**src/rtl/byte_collector_pkg.sv**
```systemverilog
// Shared definitions for the byte collector.
// Holds the collector FSM state encoding and the default word width
// and output buffer depth used by byte_collector and its bench.
package byte_collector_pkg;

   localparam int unsigned DefaultWidth = 8;
   localparam int unsigned DefaultDepth = 2;

   // StIdle: no partial word held, bit counter at 0.
   // StCollect: at least one bit of the current word has been accepted.
   typedef enum logic [0:0] {
      StIdle    = 1'b0,
      StCollect = 1'b1
   } state_e;

endpackage

```
**src/rtl/sync_fifo.sv**
```systemverilog
// Small synchronous FIFO holding completed words.
// Ports:
//   clk, rst    - clock and synchronous active-high reset
//   clear       - synchronous empty of the buffer (pointers only)
//   push, data  - write request and word; ignored when full without a pop
//   pop         - read request; ignored when empty
//   full, empty - occupancy status
//   head        - oldest entry, forced to 0 while empty
module sync_fifo #(
   parameter int unsigned WIDTH = 8,
   parameter int unsigned DEPTH = 2
) (
   input  logic             clk,
   input  logic             rst,
   input  logic             clear,
   input  logic             push,
   input  logic [WIDTH-1:0] data,
   input  logic             pop,
   output logic             full,
   output logic             empty,
   output logic [WIDTH-1:0] head
);

   localparam int unsigned PtrW = (DEPTH > 1) ? $clog2(DEPTH) : 1;
   localparam int unsigned CntW = $clog2(DEPTH + 1);
   localparam logic [PtrW-1:0] LastPtr = PtrW'(DEPTH - 1);

   logic [WIDTH-1:0] mem_q [DEPTH];
   logic [PtrW-1:0]  wr_ptr_q, wr_ptr_d;
   logic [PtrW-1:0]  rd_ptr_q, rd_ptr_d;
   logic [CntW-1:0]  count_q, count_d;
   logic             do_push, do_pop;

   assign full  = (count_q == CntW'(DEPTH));
   assign empty = (count_q == '0);
   assign head  = empty ? '0 : mem_q[rd_ptr_q];

   // A pop in the same cycle frees the slot, so a push to a full buffer still lands.
   assign do_pop  = pop && !empty;
   assign do_push = push && (!full || do_pop);

   always_comb begin
      wr_ptr_d = wr_ptr_q;
      rd_ptr_d = rd_ptr_q;
      count_d  = count_q;
      if (do_push) begin
         wr_ptr_d = (wr_ptr_q == LastPtr) ? '0 : wr_ptr_q + PtrW'(1);
      end
      if (do_pop) begin
         rd_ptr_d = (rd_ptr_q == LastPtr) ? '0 : rd_ptr_q + PtrW'(1);
      end
      unique case ({do_push, do_pop})
         2'b10:   count_d = count_q + CntW'(1);
         2'b01:   count_d = count_q - CntW'(1);
         default: count_d = count_q;
      endcase
   end

   always_ff @(posedge clk) begin
      if (rst || clear) begin
         wr_ptr_q <= '0;
         rd_ptr_q <= '0;
         count_q  <= '0;
      end else begin
         wr_ptr_q <= wr_ptr_d;
         rd_ptr_q <= rd_ptr_d;
         count_q  <= count_d;
      end
   end

   // Storage needs no reset: head is masked while empty.
   always_ff @(posedge clk) begin
      if (do_push && !rst && !clear) begin
         mem_q[wr_ptr_q] <= data;
      end
   end

endmodule

```
**src/rtl/byte_collector.sv**
```systemverilog
// Serial-to-parallel word collector with a small output buffer.
// Bits arrive LSB first, qualified by bit_valid; each completed word is
// pushed into a DEPTH-entry FIFO whose head is presented on word_out.
// Ports:
//   clk, rst              - clock and synchronous active-high reset
//   bit_in, bit_valid     - serial data and its qualifier
//   flush                 - clears partial word and buffer
//   word_out, word_valid  - buffer head and non-empty flag
//   word_ready            - consumer accept; pops when word_valid is high
//   overflow              - sticky, set when a completed word is dropped
//   word_count            - successful pushes, modulo 256
module byte_collector
   import byte_collector_pkg::*;
#(
   parameter int unsigned WIDTH = DefaultWidth,
   parameter int unsigned DEPTH = DefaultDepth
) (
   input  logic             clk,
   input  logic             rst,
   input  logic             bit_in,
   input  logic             bit_valid,
   input  logic             flush,
   output logic [WIDTH-1:0] word_out,
   output logic             word_valid,
   input  logic             word_ready,
   output logic             overflow,
   output logic [7:0]       word_count
);

   localparam int unsigned CntW = (WIDTH > 1) ? $clog2(WIDTH) : 1;
   localparam logic [CntW-1:0] LastBit = CntW'(WIDTH - 1);

   state_e           state_q, state_d;
   logic [CntW-1:0]  bit_cnt_q, bit_cnt_d, bit_idx;
   logic [WIDTH-1:0] shift_q, shift_d, done_word;
   logic             word_done;
   logic             push, pop, full, empty, push_ok;
   logic             overflow_q;
   logic [7:0]       count_q;

   // In StIdle the counter is 0 by construction; selecting on state keeps the
   // first bit of every word anchored at the LSB.
   assign bit_idx = (state_q == StIdle) ? '0 : bit_cnt_q;

   always_comb begin
      state_d   = state_q;
      bit_cnt_d = bit_cnt_q;
      shift_d   = shift_q;
      word_done = 1'b0;
      done_word = shift_q;
      if (bit_valid) begin
         done_word[bit_idx] = bit_in;
         if (bit_idx == LastBit) begin
            word_done = 1'b1;
            bit_cnt_d = '0;
            shift_d   = '0;
            state_d   = StIdle;
         end else begin
            bit_cnt_d = bit_idx + CntW'(1);
            shift_d   = done_word;
            state_d   = StCollect;
         end
      end
      if (flush) begin
         state_d   = StIdle;
         bit_cnt_d = '0;
         shift_d   = '0;
      end
   end

   always_ff @(posedge clk) begin
      if (rst) begin
         state_q   <= StIdle;
         bit_cnt_q <= '0;
         shift_q   <= '0;
      end else begin
         state_q   <= state_d;
         bit_cnt_q <= bit_cnt_d;
         shift_q   <= shift_d;
      end
   end

   // flush outranks both the completing bit and the consumer pop.
   assign push    = word_done && !flush;
   assign pop     = !empty && word_ready && !flush;
   assign push_ok = push && (!full || pop);

   sync_fifo #(
      .WIDTH (WIDTH),
      .DEPTH (DEPTH)
   ) u_fifo (
      .clk   (clk),
      .rst   (rst),
      .clear (flush),
      .push  (push),
      .data  (done_word),
      .pop   (pop),
      .full  (full),
      .empty (empty),
      .head  (word_out)
   );

   always_ff @(posedge clk) begin
      if (rst) begin
         overflow_q <= 1'b0;
         count_q    <= '0;
      end else begin
         if (push && !push_ok) begin
            overflow_q <= 1'b1;
         end
         if (push_ok) begin
            count_q <= count_q + 8'd1;
         end
      end
   end

   assign word_valid = !empty;
   assign overflow   = overflow_q;
   assign word_count = count_q;

endmodule

```
**config.mk**
```make
export PLATFORM = sky130hd
export DESIGN_NAME = byte_collector
export DESIGN_NICKNAME = d
export VERILOG_FILES = /design/src/rtl/byte_collector_pkg.sv /design/src/rtl/sync_fifo.sv /design/src/rtl/byte_collector.sv
export SDC_FILE = /design/constraint.sdc
export NUM_CORES = 1
export LEC_CHECK = 0
export ABC_AREA = 1
export ABC_CLOCK_PERIOD_IN_PS = 2700
export BUFFER_PORTS_ARGS = -buffer_cell sky130_fd_sc_hd__buf_2
export CELL_PAD_IN_SITES_DETAIL_PLACEMENT = 0
export CELL_PAD_IN_SITES_GLOBAL_PLACEMENT = 1
export CORE_UTILIZATION = 30
export CTS_BUF_LIST = sky130_fd_sc_hd__clkbuf_2
export DETAILED_ROUTE_END_ITERATION = 6
export PLACE_DENSITY = 0.7
export SYNTH_ARGS = -nofsm -noshare
export SYNTH_HDL_FRONTEND = slang
export SYNTH_SLANG_ARGS = --single-unit
```
**constraint.sdc**
```tcl
create_clock -name clk -period 2.7 [get_ports clk]
set_clock_uncertainty 0.15 [all_clocks]
set_input_delay 0.27 -clock clk [delete_from_list [all_inputs] [get_ports clk]]
set_output_delay 0.27 -clock clk [all_outputs]
set_load 0.05 [all_outputs]
```
Word level (Yosys, flattened, before mapping) --
Memories as Yosys holds them, arrays and structs flattened. A register that Yosys moved wholly into a read port is not among the register bits. Index checks and enable logic that the tools add are counted.
Word-level totals: register bits 25, bits in writable memories 16, input port bits 6, logic and storage cells 60, memories kept 1
Operators by class: $add $sub $neg 6, order comparisons 2, equal/unequal tests 4, muxes and demuxes 18, reductions and logical operators 21
Memories:
- u_fifo.mem_q | words 2, bits a word 8, rd ports 1, clocked after memory_dff 1, wr ports 1, RTL line sync_fifo.sv:28 | logic [WIDTH-1:0] mem_q [DEPTH];
Operators with widths (number):
- 2-to-1 mux 8 bit | 3
- logical AND 1 bit | 10
- 2-to-1 mux 1 bit | 10
- adder 8 x 1 -> 8 bit, second input constant | 1
- bitwise mux 8 bit | 1
- 2-to-1 mux 3 bit | 2
- logical NOT 1 bit | 5
- equality test 2 bit, second input constant | 2
- less-than comparator 3 x 4 -> 1 bit, second input constant | 1
- case mux 2 bit (2 select lines) | 1
- adder 3 x 1 -> 3 bit, second input constant | 1
- demux 1 bit (select 3 bit) | 1
- equality test 3 bit, second input constant | 1
- greater-or-equal comparator 3 x 1 -> 1 bit, second input constant | 1
- logical OR 1 bit | 3
- adder 1 bit, second input constant | 2
- adder 2 x 1 -> 2 bit, second input constant | 1
- equality test 2 x 1 -> 1 bit, second input constant | 1
- logical NOT 2 bit | 1
- nonzero test 2 bit | 1
- OR reduction 2 bit | 1
- subtractor 2 x 1 -> 2 bit, second input constant | 1

Depth between registers and ports, before layout --
depth in word-level cells 11, mapped depth 14, mapped depth without buffers 12

Modules after synthesis --
From an unflattened synthesis, not the netlist that was laid out.
Unflattened totals: cell total of the unflattened synthesis 265, area total of the unflattened synthesis 2050.7 um^2
By module, submodules not included:
- byte_collector | times used 1, cells an instance 185, area each 1193.6 um^2, seq. area each 420.4 um^2
- sync_fifo | times used 1, cells an instance 80, area each 857.1 um^2, seq. area each 580.6 um^2

Worst setup path before layout --
OpenSTA, ideal clock, no wires.
path type reg2reg, from register bit_cnt_q[0], to memory u_fifo.mem_q[0][0] (enable), setup time 383 ps, arrival time 1991 ps, data required time 2167 ps, slack 176 ps, stages on the path, launching flop included 11, buffers on the path 2, period minus slack after synthesis 2524 ps, cells stage by stage dfxtp_1 -> buf_6 -> nand2_1 -> inv_1 -> ha_1 -> ha_1 -> nand2_1 -> nor2_1 -> nand2_4 -> buf_8 -> nor3_1
On the way: cells in the longest elaborated chain, start to end 10
Ends and longest elaborated chain:
- start, declared | RTL line byte_collector.sv:34 | logic [CntW-1:0] bit_cnt_q, bit_cnt_d, bit_idx;
- start signal, assigned | RTL line byte_collector.sv:78 | bit_cnt_q <= bit_cnt_d;
- 2-to-1 mux 3 bit | RTL line byte_collector.sv:43 | assign bit_idx = (state_q == StIdle) ? '0 : bit_cnt_q;
- equality test 3 bit | RTL line byte_collector.sv:53 | if (bit_idx == LastBit) begin
- 2-to-1 mux 1 bit | RTL line byte_collector.sv:53
- 2-to-1 mux 1 bit | RTL line byte_collector.sv:51 | if (bit_valid) begin
- logical AND 1 bit | RTL line byte_collector.sv:84 | assign push = word_done && !flush;
- logical AND 1 bit | RTL line sync_fifo.sv:40 | assign do_push = push && (!full || do_pop);
- logical AND 1 bit (2 in a row) | RTL line sync_fifo.sv:73 | if (do_push && !rst && !clear) begin
- 2-to-1 mux 1 bit | RTL line sync_fifo.sv:73
- 2-to-1 mux 1 bit (implied by the code) | RTL line sync_fifo.sv:74 | mem_q[wr_ptr_q] <= data;
- end, declared | RTL line sync_fifo.sv:28
Every way passes these cells.

Worst setup path in the final report --
from register bit_cnt_q[0], to memory u_fifo.mem_q[0][4] (enable)
Same word-level chain as after synthesis.

==> flow_summary.toml <==
[detailed_routing]
wire_per_inst_um = 10.6
via_per_inst = 4.55
wirelength_um = 3800
vias = 1626
drtIter0Drc = 84
remaining_drc_errors = 0
ant_nets = 0
drt-pass1-iter-count = 4

[grt]
busiest_layer = "met2"
grt_util_met2_pct = 19.3
grt_pass1_wl_um = 6580
gr-usage-met1_pct = 14.7
grt-ovfl-total = 0
first_global_vias = 1450
grtUsageMet3_pct = 2.67
grt_max_degree = 16
grt_antenna_before_repair = 0
gr-usage-all-layers_pct = 11.7

[cts]
cts-root-buf = "clkbuf_2"
clk-insertion-delay-late_ns = 0.41
cts.reportedPaths.clkPinSlew_ns = 0.23
tritoncts = "done"
clock_path_buffers = 2
cts_buffers = 5
clock-sinks = 42
htreeDepth = 2

[power_and_ir_drop]
ir_worst_vdd_mv = 0.143
p_total_uw = 959
leakage_nw = 0.950
power.density_nw_per_um2 = 430

[synth]
avgSynthCellArea_sq_um = 7.90
synth_area_sq_um = 1990
yosysTopAreaCell = "dfxtp_1"
synth_seq_cells = 42
synth_nets = 262
yosysTopAreaCellShare_pct = 26.1
synth_area_leaders = "dfxtp_1, edfxtp_1, nand2_1"
synth.distinct_cells = 27
synth_cells = 252
ys_warn_count = 0
ys_seq_area_share_pct = 50.3

[final_layout]
final_area_sq_um = 2230
drive_gt1_share_pct = 16.1
nets = 289
stdcell_count = 357
n_antenna_cell = 0
area_growth_pct = 12.0

[timing]
max_freq_mhz = 421
relSlewSlack_pct = 71.6
setup_ws_ns = 0.324
setup_viol = 0
hold_viol_final = 0
slew_viol_final = 0
finalSetupTns_ns = 0
finalCritPeriodShare_pct = 88.0
post-route-min-period_ns = 2.38
rsz0062_at_grt = "no"
tightest_slew_ns = 0.425

[placed_design]
post-place-ws_ns = 0.273
place_congestion = 0.785
io_buffer_count = 23
placed_cells = 348
place_area_sq_um = 2180
place_hpwl_um = 2830

[critical_path]
startpoint_type = "flip-flop"
cp_data_arrival_time_ns = 2.34
critPathMaxFanout = 15
required_ns = 2.67
critPathKind = "flip-flop to flip-flop"
endpoint_kind = "flip-flop"

[floorplan]
fp.dieH_um = 83.5
initial_core_util_pct = 31.2
die_w_um = 83.5
core_area_sq_um = 6390
dieArea_sq_um = 6970
core.rowCount = 29
pin_count = 24

[status]
status = "complete, no violations"

[worst_hold_path]
hold_class = "primary input to flip-flop"

[flow_run]
cap_violations = 0
-- flip-flops by register name (all words and copies together) (netlist names), named ones only --
| name | cells |
|---|---|
| shift_q | 8 |
| u_fifo.rd_ptr_q | 1 |
| u_fifo.wr_ptr_q | 1 |
| bit_cnt_q | 3 |
| state_q | 1 |
| overflow | 1 |
| u_fifo.count_q | 2 |
| u_fifo.mem_q | 16 |
| word_count | 8 |
-- repair_timing --
action,CTS,global route
buffers inserted,0,0
endpoints found under the hold margin,4,0
endpoints found under the setup margin,0,14
hold buffers,1,0
gates resized for setup,0,1
-- critical path, stage by stage (launching register included) --
cell	delay (ns)
dfxtp_2	0.46
nand2_1	0.13
inv_1	0.13
ha_1	0.16
ha_1	0.20
nand2_1	0.09
nor2_1	0.18
nand2_4	0.07
buf_4	0.18
nor3_1	0.15
buf_4	0.20
-- kinds of logic after synthesis --
family / Yosys count / synth area share, %
AO/OA/AOI/OAI: 41 / 10.7
XOR/XNOR: 1 / 0.440
buffers and inverters: 33 / 7.29
AND/OR/NAND/NOR: 131 / 28.8
flip-flops: 42 / 50.3
adder cells (fa/ha/maj): 4 / 2.51
-- path summary, 6_finish.rpt --
check / startpoint / to / slack [ns] / cells after the start
hold / removal: flush / overflow / 0.04 / 4
setup reg to reg: bit_cnt_q[0] / u_fifo.mem_q[0][4] / 0.32 / 10
hold reg to reg: u_fifo.rd_ptr_q / flip-flop / 0.32 / 1
setup / recovery: bit_cnt_q[0] / u_fifo.mem_q[0][4] / 0.32 / 10
-- report_power, final --
group / switching (mW) / internal, mW / total, mW
Clock: 0.203 / 0.0591 / 0.263
Sequential: 0.00285 / 0.657 / 0.660
Combinational: 0.0268 / 0.00973 / 0.0366
-- synthesized netlist by cell type (all sizes together) --
cell type	n
edfxtp	16
nand3	26
a21oi	29
inv	26
o21bai	3
clkbuf	2
nand2	75
nand4	2
ha	4
or2	1
dfxtp	26
buf	5
nor2	23
nor3	4
xor2	1
o21ai	9
-- stage by stage --
step / hold slack [ns] / util, %
after floorplan: 0.281 / -
after global placement: 0.291 / 34.1
after detailed placement: 0.298 / 34.1
after CTS: 0.0204 / 34.9
after global routing: 0.0413 / 34.9
final: 0.0377 / 34.9
-- metal layers --
| layer | up-vias | share of wire, % | routed length (um) |
|---|---|---|---|
| met5 | - | 0 | 0 |
| met4 | 0 | 1.9 | 71 |
| met3 | 6 | 3.3 | 126 |
| met2 | 24 | 46 | 1740 |
| met1 | 715 | 49 | 1860 |
| li1 | 881 | - | - |
-- cells in the final DEF (no fill, tap or decap), types with 2 or more instances in the layout --
master    count
a21oi_1      29
buf_2        23
buf_4         3
clkbuf_2      5
dfxtp_1      25
edfxtp_1     16
ha_1          4
inv_1        25
nand2_1      72
nand2_2       2
nand3_1      25
nand4_1       2
nor2_1       19
nor2_2        3
nor3_1        3
o21ai_0       6
o21ai_1       3
o21bai_1      3
-- cell type report --
class	count	area [sq um]
Timing Repair Buffer	27	148
Fill cell	672	4160
Inverter	26	97.6
Tap cell	77	96.3
Sequential cell	42	1000
Clock buffer	5	25.0
Clock inverter	3	16.3
Multi-Input combinational cell	177	846
No activity file was read; power rests on OpenSTA's default activity.
